### config.mk
export PLATFORM = sky130hd
export DESIGN_NAME = multi_cycle_subtractor
export DESIGN_NICKNAME = d
export VERILOG_FILES = /design/src/rtl/multi_cycle_subtractor.sv
export SDC_FILE = /design/constraint.sdc
export NUM_CORES = 1
export LEC_CHECK = 0
export CORE_ASPECT_RATIO = 0.9
export CORE_MARGIN = 2
export CORE_UTILIZATION = 40
export DETAILED_ROUTE_END_ITERATION = 10
export HOLD_SLACK_MARGIN = 0.05
export PLACE_DENSITY = 0.71
export SLEW_MARGIN = 25
export SYNTH_ARGS = -nofsm -noshare
export SYNTH_HDL_FRONTEND = slang
export SYNTH_SLANG_ARGS = --single-unit
export TNS_END_PERCENT = 10
### constraint.sdc
create_clock -name Clk -period 4.53 [get_ports Clk]
set_input_delay 0.6795 -clock Clk [delete_from_list [all_inputs] [get_ports Clk]]
set_output_delay 0.6795 -clock Clk [all_outputs]
set_load 0.02 [all_outputs]
### src/rtl/multi_cycle_subtractor.sv
// multi_cycle_subtractor
//
// Computes Diff = A - B - Bin over a WIDTH-bit operand, CHUNK bits per clock.
// The borrow between chunks lives in a register, so the critical path is one
// CHUNK-bit ripple instead of the full WIDTH.
//
// Ports:
//   Clk     rising-edge clock
//   Reset   asynchronous, active-high reset
//   Start   request, accepted only while Busy=0
//   A, B    minuend / subtrahend (WIDTH bits), latched on accept
//   Bin     borrow-in to bit 0, latched on accept
//   Enable  latched on accept; 0 reports Diff as zero
//   Busy    high while an operation is in progress
//   Valid   one-cycle pulse when Diff/Bout/Zero update
//   Diff    registered result
//   Bout    registered borrow-out of the MSB
//   Zero    high when the reported Diff is all zeros
//
// Optional feature: define SUB_SATURATE_EN to clamp Diff to zero when the
// final borrow is set (Enable=1 only). Bout still reports the true borrow.

module multi_cycle_subtractor #(
  parameter int unsigned WIDTH = 16,
  parameter int unsigned CHUNK = 4
) (
  input  logic             Clk,
  input  logic             Reset,
  input  logic             Start,
  input  logic [WIDTH-1:0] A,
  input  logic [WIDTH-1:0] B,
  input  logic             Bin,
  input  logic             Enable,
  output logic             Busy,
  output logic             Valid,
  output logic [WIDTH-1:0] Diff,
  output logic             Bout,
  output logic             Zero
);

  localparam int unsigned N    = WIDTH / CHUNK;
  localparam int unsigned IdxW = (N > 1) ? $clog2(N) : 1;

  typedef enum logic [0:0] {StIdle, StBusy} state_e;

  state_e state_q, state_d;

  logic [WIDTH-1:0] a_q, b_q, part_q;
  logic             en_q, borrow_q;
  logic [IdxW-1:0]  idx_q;
  logic [WIDTH-1:0] diff_q;
  logic             bout_q, zero_q, valid_q;

  logic             accept, last;
  logic [CHUNK-1:0] a_chunk, b_chunk, d_chunk;
  logic [CHUNK:0]   bw;
  logic [WIDTH-1:0] part_next, rep;
  int unsigned      base;

  // State register
  always_ff @(posedge Clk or posedge Reset) begin
    if (Reset) begin
      state_q <= StIdle;
    end else begin
      state_q <= state_d;
    end
  end

  // Next-state logic
  always_comb begin
    state_d = state_q;
    unique case (state_q)
      StIdle:  if (Start) state_d = StBusy;
      StBusy:  if (last)  state_d = StIdle;
      default: state_d = StIdle;
    endcase
  end

  // Output / control decode
  always_comb begin
    Busy   = (state_q == StBusy);
    accept = (state_q == StIdle) && Start;
    last   = (state_q == StBusy) && (idx_q == IdxW'(N - 1));
    Valid  = valid_q;
    Diff   = diff_q;
    Bout   = bout_q;
    Zero   = zero_q;
  end

  // One chunk of ripple subtraction seeded by the borrow register
  always_comb begin
    base    = 32'(idx_q) * CHUNK;
    a_chunk = a_q[base +: CHUNK];
    b_chunk = b_q[base +: CHUNK];
    bw      = '0;
    d_chunk = '0;
    bw[0]   = borrow_q;
    for (int k = 0; k < CHUNK; k++) begin
      d_chunk[k] = a_chunk[k] ^ b_chunk[k] ^ bw[k];
      bw[k+1]    = (~a_chunk[k] & b_chunk[k]) | (~(a_chunk[k] ^ b_chunk[k]) & bw[k]);
    end
    part_next = part_q;
    part_next[base +: CHUNK] = d_chunk;
`ifdef SUB_SATURATE_EN
    rep = (!en_q || bw[CHUNK]) ? '0 : part_next;
`else
    rep = en_q ? part_next : '0;
`endif
  end

  // Datapath registers
  always_ff @(posedge Clk or posedge Reset) begin
    if (Reset) begin
      a_q      <= '0;
      b_q      <= '0;
      part_q   <= '0;
      en_q     <= 1'b0;
      borrow_q <= 1'b0;
      idx_q    <= '0;
      diff_q   <= '0;
      bout_q   <= 1'b0;
      zero_q   <= 1'b0;
      valid_q  <= 1'b0;
    end else begin
      valid_q <= 1'b0;
      if (accept) begin
        a_q      <= A;
        b_q      <= B;
        en_q     <= Enable;
        borrow_q <= Bin;
        idx_q    <= '0;
      end else if (state_q == StBusy) begin
        part_q   <= part_next;
        borrow_q <= bw[CHUNK];
        if (last) begin
          idx_q   <= '0;
          diff_q  <= rep;
          bout_q  <= bw[CHUNK];
          zero_q  <= (rep == '0);
          valid_q <= 1'b1;
        end else begin
          idx_q <= idx_q + 1'b1;
        end
      end
    end
  end

endmodule

==> results of run 1 <==
[power by group]
group	switching [mW]	leakage, nW	internal [mW]	total (mW)
Sequential	0.208	0.836	0.891	1.10
Clock	0.218	0.0824	0.212	0.430
Combinational	0.908	0.746	0.793	1.70
Total	1.33	1.66	1.90	3.23
[routing by layer]
layer | up-vias | global-route usage, % | wire length, µm
li1 | 1058 | - | -
met1 | 1099 | 22.30 | 3053
met2 | 70 | 24.86 | 3047
met3 | 7 | 4.066 | 408
met4 | 0 | 6.227 | 76
met5 | - | 0 | 0
[state kept, by name (all words and copies together) (netlist names)]
signal	cells
Bout	1
Busy	1
Diff	16
Valid	1
Zero	1
a_q	16
b_q	16
borrow_q	1
en_q	1
idx_q	2
part_q	12
[cell usage after synthesis (all sizes together)]
library cell	number	area [µm²]
dfrtp	68	1702
mux2	35	394.1
nand2	32	122.6
o21ai	20	100.1
nor2b	15	93.84
nor2	14	52.55
a31oi	11	68.82
inv	11	41.29
a21oi	10	50.05
buf	10	68.82
mux4	8	180.2
clkbuf	7	27.52
ha	5	62.56
fa	4	80.08
o31ai	4	30.03
mux2i	3	30.03
a211o	2	17.52
nand2b	2	12.51
nand3b	2	15.01
nor3b	2	15.01
and2	1	6.260
nand3	1	5.000
nand4bb	1	11.26
nor4	1	6.260
o221ai	1	8.760
o41ai	1	8.760
or3	1	6.260
or3b	1	8.760
[worst max-delay path: cells and delay by family, from the launching register on]
kind / cells / cell delay (ns)
buffers and inverters: 3 / 0.22
muxes: 1 / 0.38
AOI/OAI and AO/OA: 3 / 0.52
DFF: 1 / 0.64
adders and majority gates: 4 / 1.38
and+or+nand+nor: 1 / 0.17
[through the flow]
step	utilization, %	cells	hold WS, ns
2_1_floorplan	-	273	0.4632
4_1_cts	50.42	430	0.4844
5_1_grt	50.42	430	0.5175
6_report	50.42	430	0.4770
3_5_place_dp	48.28	414	0.4692
3_3_place_gp	48.28	414	0.4611
[cells by family after synthesis]
logic type	after synthesis	share of synthesized area, %
AND/OR/NAND/NOR	73	11.02
flip-flops	68	52.75
AO/OA/AOI/OAI	49	8.806
multiplexers	46	18.74
buffers and inverters	28	4.267
adder cells (fa/ha/maj)	9	4.422
[placed cells by master, fill, tap and decap left out, drive strengths merged, types with 8 or more instances in the layout]
cell	Yosys	routed
a21oi	10	10
a31oi	11	11
clkbuf	7	12
clkdlybuf4s50	0	56
dfrtp	68	68
inv	11	11
mux2	35	35
mux4	8	8
nand2	32	32
nor2	14	14
nor2b	15	15
o21ai	20	20
[cell type report]
type	instances	area, µm²
fill	731	3943
sequential	68	1702
multi-input combinational	177	1389
timing repair buffer	59	583.1
clock buffer	12	145.1
tap	99	123.9
inverter	11	41.29
clock inverter	4	25.02
[final timing paths]
| kind | from | end | slack [ns] | cells after the start |
|---|---|---|---|---|
| max | idx_q[1]$_DFFE_PP0P_ | Zero$_DFFE_PP0P_ | 1.10 | 12 |
| min | Diff[13]$_DFFE_PP0P_ | Diff[13]$_DFFE_PP0P_ | 0.48 | 2 |
| max reg2reg | idx_q[1]$_DFFE_PP0P_ | Zero$_DFFE_PP0P_ | 1.10 | 12 |
| min reg2reg | Diff[13]$_DFFE_PP0P_ | Diff[13]$_DFFE_PP0P_ | 0.48 | 2 |
| max in group asynchronous | Reset | Valid$_DFF_PP0_ | 2.82 | 3 |
| min in group asynchronous | Reset | a_q[7]$_DFFE_PP0P_ | 0.84 | 2 |
==> summary.md, run 1 <==
| Metric | Value |
|---|---|
| Worst min-delay path class | `reg2reg` |
| Total wire length | `6586 µm` |
| Layout cells sized above 1 | `between 10% and 20%` |
| Power Total | `between 3 and 4 mW` |
| CP Data Arrival Time | `approximately 3.7 ns` |
| Layout area overhead | `24.28%` |
| DRT Pass-1 Iters | `5` |
| Fmax | `roughly 290 MHz` |
| Ys Warns | `0` |
| Post-synthesis sequential area ratio | `between 50% and 60%` |
| Clock Tree Root | `clkbuf_8` |
| Vias/cell | `just over 5` |
| Slew HR | `between 40% and 50%` |
| Initial antenna violation count | `0` |
| Number of hold violations in the final report | `0` |
| Nets@finish | `~370` |
| DR iter-0 viols | `101` |
| I/O pin cnt | `57` |
| Min Clock Period, post-route | `approximately 3.4 ns` |
| First-pass GRT wire length | `10980 µm` |
| Setup CP Type | `reg2reg` |
| Die H | `roughly 89 µm` |
| Largest net degree at the start of global routing | `43` |
| Total core area | `approximately 8000 µm²` |
| Outcome | `complete, no violations` |
| Slowest cell on the critical path | `dfrtp_1` |
| Setup_tns | `0 ns` |
| Post-route cell area | `around 4000 µm²` |
| Setup WS post-layout | `1.101 ns` |
| VDD IR max | `just under 0.4 mV` |
| Clock skew | `approximately 0.01 ns` |
| Hold Buf Count CTS | `0` |
| #FFs+latches synth | `68` |
| DR DRC count | `0` |
| Initial Utilization | `approximately two fifths` |
| Vias in the first global route | `between 2000 and 2500` |
| CTS tree | `yes` |
| Worst EP required | `about 4.8 ns` |
| Die Area | `8799 µm²` |
| Buffers on Ports | `56` |
| ANT nets after route | `0` |
| Final HPWL from detailed placement | `4778 µm` |
| Via count | `2234` |
| CP peak stage delay | `about 0.64 ns` |
| CP endpoint kind | `register` |
| Area of placed instances | `between 3000 and 4000 µm²` |
| Routed wire length per instance | `approximately 15 µm` |
| Final setup violating endpoints | `0` |
| Cell area power density | `805.7 nW/µm²` |
| Max-cap violation count | `0` |
| Max Fanout on Critical Path | `11` |
| Total congestion overflow | `0` |
| Count of pins over their slew limit | `0` |
| Mean Syn Cell Area | `11.82 µm²` |
| Ant diodes | `0` |
| Crit-path cells | `mux4_2, inv_1, fa_1, inv_1, fa_1, fa_1, inv_1, fa_1, nor2b_1, a211o_1, a21oi_1, o31ai_1` |
| Cell Area, Synth | `approximately 3200 µm²` |
| P_leak | `approximately 1.7 nW` |
| Crit start category | `register` |
| Gr usage total | `approximately 16%` |
| Clock sinks | `between 60 and 70` |
| Mapped Cells | `between 200 and 300` |
| Row count | `31` |
| Period utilization | `between 70% and 80%` |
| Max clock buf depth | `2` |
| Post-CTS resize count | `0` |
| Worst-Skew Late Latency | `around 0.34 ns` |
| Post-Place Worst Slack | `about 1.1 ns` |
| H-tree Lvls | `3` |
| Clk slew on worst S/H paths | `around 0.070 ns` |
| Postcts setup bufs | `0` |
| Cell mode on critical path | `fa_1` |
| Syn nets | `about 320` |
| Library cells used by synthesis | `34` |
| GP Congestion | `a little over 0.9` |
| Die width | `around 99 µm` |
| RSZ-0062 raised after global routing | `false` |
| Clock buffer count from CTS | `9` |
| Slew @ Worst Pin | `roughly 0.84 ns` |
No activity file was read; power rests on OpenSTA's default activity.
==> inputs of run 2 (changes only) <==
==> constraint.sdc (replaced) <==
create_clock -name Clk -period 3.3 [get_ports Clk]
set_input_delay 0.495 -clock Clk [delete_from_list [all_inputs] [get_ports Clk]]
set_output_delay 0.495 -clock Clk [all_outputs]
set_load 0.02 [all_outputs]
==> summary.md, run 2 (synthesis results as in run 1) <==
| Metric | Value |
|---|---|
| Crit start category | `register` |
| Count of pins over their slew limit | `0` |
| DRT Pass-1 Iters | `4` |
| Min Clock Period, post-route | `3.174 ns` |
| CP endpoint kind | `register` |
| GP Congestion | `between 0.8 and 0.9` |
| Layout cells sized above 1 | `a little under a quarter` |
| Vias/cell | `~5.2` |
| Setup_tns | `0 ns` |
| Total congestion overflow | `0` |
| Die width | `between 90 and 100 µm` |
| Clock skew | `between 0.007 and 0.008 ns` |
| Slew @ Worst Pin | `about 0.81 ns` |
| Number of hold violations in the final report | `0` |
| Crit-path cells | `mux4_2, fa_1, inv_1, fa_2, fa_2, inv_1, fa_1, nor2b_4, a31oi_1, a211o_1, o31ai_1` |
| Vias in the first global route | `2302` |
| Max-cap violation count | `0` |
| CP peak stage delay | `around 0.53 ns` |
| Final HPWL from detailed placement | `5093 µm` |
| Cell area power density | `about 1200 nW/µm²` |
| Hold Buf Count CTS | `0` |
| Commonest cells after routing, fill and taps aside | `dfrtp_1 (67), clkdlybuf4s50_1 (56), mux2_2 (35)` |
| Flop2flop setup slack | `0.13 ns` |
| Clock Tree Root | `clkbuf_8` |
| DR iter-0 viols | `between 60 and 70` |
| Row count | `31` |
| Total wire length | `6824 µm` |
| Worst min-delay path class | `in2async` |
| Gr usage total | `roughly 17%` |
| ANT nets after route | `0` |
| Buffers on Ports | `56` |
| Layout area overhead | `26.65%` |
| Placed cells | `~420` |
| VDD IR max | `around 0.57 mV` |
| Worst-Skew Late Latency | `0.35 ns` |
| First-pass GRT wire length | `around 12000 µm` |
| Final setup violating endpoints | `0` |
| CP Data Arrival Time | `3.43 ns` |
| H-tree Lvls | `3` |
| Via count | `roughly 2300` |
| Outcome | `complete, no violations` |
| Fillers | `700` |
| Area taken by multi-input logic gates | `approximately 1400 µm²` |
| Clock sinks | `roughly 70` |
| Seq. cell area | `1703 µm²` |
| Worst Hold Slack | `0.4752 ns` |
| Clock buffer count from CTS | `9` |
| Crit path max-delay family | `adder cells` |
| I/O pin cnt | `57` |
| Fmax | `around 320 MHz` |
| Post-route insts no fill | `~430` |
| Clk slew on worst S/H paths | `about 0.080 ns` |
| DR DRC count | `0` |
| GR Util met3 | `between 7 and 8%` |
| Die H | `about 89 µm` |
| Worst EP required | `3.55 ns` |
| RSZ-0062 raised after global routing | `true` |
| Max Fanout on Critical Path | `4` |
| Final core occ | `51.38%` |
| Period utilization | `approximately 96%` |
| Slowest cell on the critical path | `mux4_2` |
| Die Area | `between 8000 and 9000 µm²` |
| Total core area | `7951 µm²` |
| P_leak | `1.701 nW` |
| M1 GR Usage | `between 20% and 30%` |
| CTS tree | `yes` |
| Initial Utilization | `40.57%` |
| Initial antenna violation count | `0` |
| Most common cell after layout, fill and taps aside | `dfrtp_1` |
| Power Total | `4.746 mW` |
| Routed wire length per instance | `15.72 µm` |
| Largest net degree at the start of global routing | `35` |
| Most used routing layer | `met2` |
| Slew HR | `between 40% and 50%` |
| Setup CP Type | `reg2reg` |
| Nets@finish | `around 380` |
| M2 GR Usage | `a little over a quarter` |
| Max clock buf depth | `2` |
| Ant diodes | `0` |
| Crit path buf inv count | `2` |
## run 2: changes by cell type in the layout (fill, tap and decap cells not counted), moves of 2 or more
cell      previous run  this run
fa_2                 0         2
buf_4                3         6
fa_1                 4         2
clkinv_4             0         2
## run 2: area by class of cell
class	instances	share of cell area (%)
timing repair buffer	63	15.10
inverter	11	1.011
clock buffer	10	3.124
clock inverter	6	1.593
multi-input combinational	177	34.46
sequential	68	41.68
tap	99	3.032
## run 2: path summary, 6_finish.rpt
check / startpoint / cells after the start / to
setup / recovery: idx_q[0]$_DFFE_PP0P_ / 11 / Zero$_DFFE_PP0P_
hold / removal: Reset / 2 / a_q[4]$_DFFE_PP0P_
setup reg to reg: idx_q[0]$_DFFE_PP0P_ / 11 / Zero$_DFFE_PP0P_
hold reg to reg: Diff[2]$_DFFE_PP0P_ / 2 / Diff[2]$_DFFE_PP0P_
max in group asynchronous: Reset / 3 / Diff[8]$_DFFE_PP0P_
min in group Clk: Diff[2]$_DFFE_PP0P_ / 2 / Diff[2]$_DFFE_PP0P_
## run 2: metrics by stage
step / cell area, µm² / setup WS, ns
after floorplan: 3244 / 0.002475
after global placement: 3880 / 0.1241
after detailed placement: 3880 / 0.07471
after CTS: 4073 / 0.06286
after global routing: 4085 / -0.03486
final: 4085 / 0.1262
## run 2: routing by layer
layer / share of wire, % / vias up / wire length (µm)
met3: 7.8 / 14 / 534
met1: 44 / 1086 / 3031
li1: - / 1075 / -
met5: 0 / - / 0
met2: 46 / 75 / 3123
met4: 2.0 / 0 / 134
## run 2: power by group
part | switching [mW] | internal (mW)
Clock | 0.316 | 0.349
Sequential | 0.277 | 1.22
Combinational | 1.34 | 1.24
## run 2: repair_timing
item | 4_1_cts | 5_1_grt
setup buffers | 0 | 0
hold endpoints to repair | 0 | 0
setup endpoints to repair | 0 | 6
gates resized for setup | 0 | 4
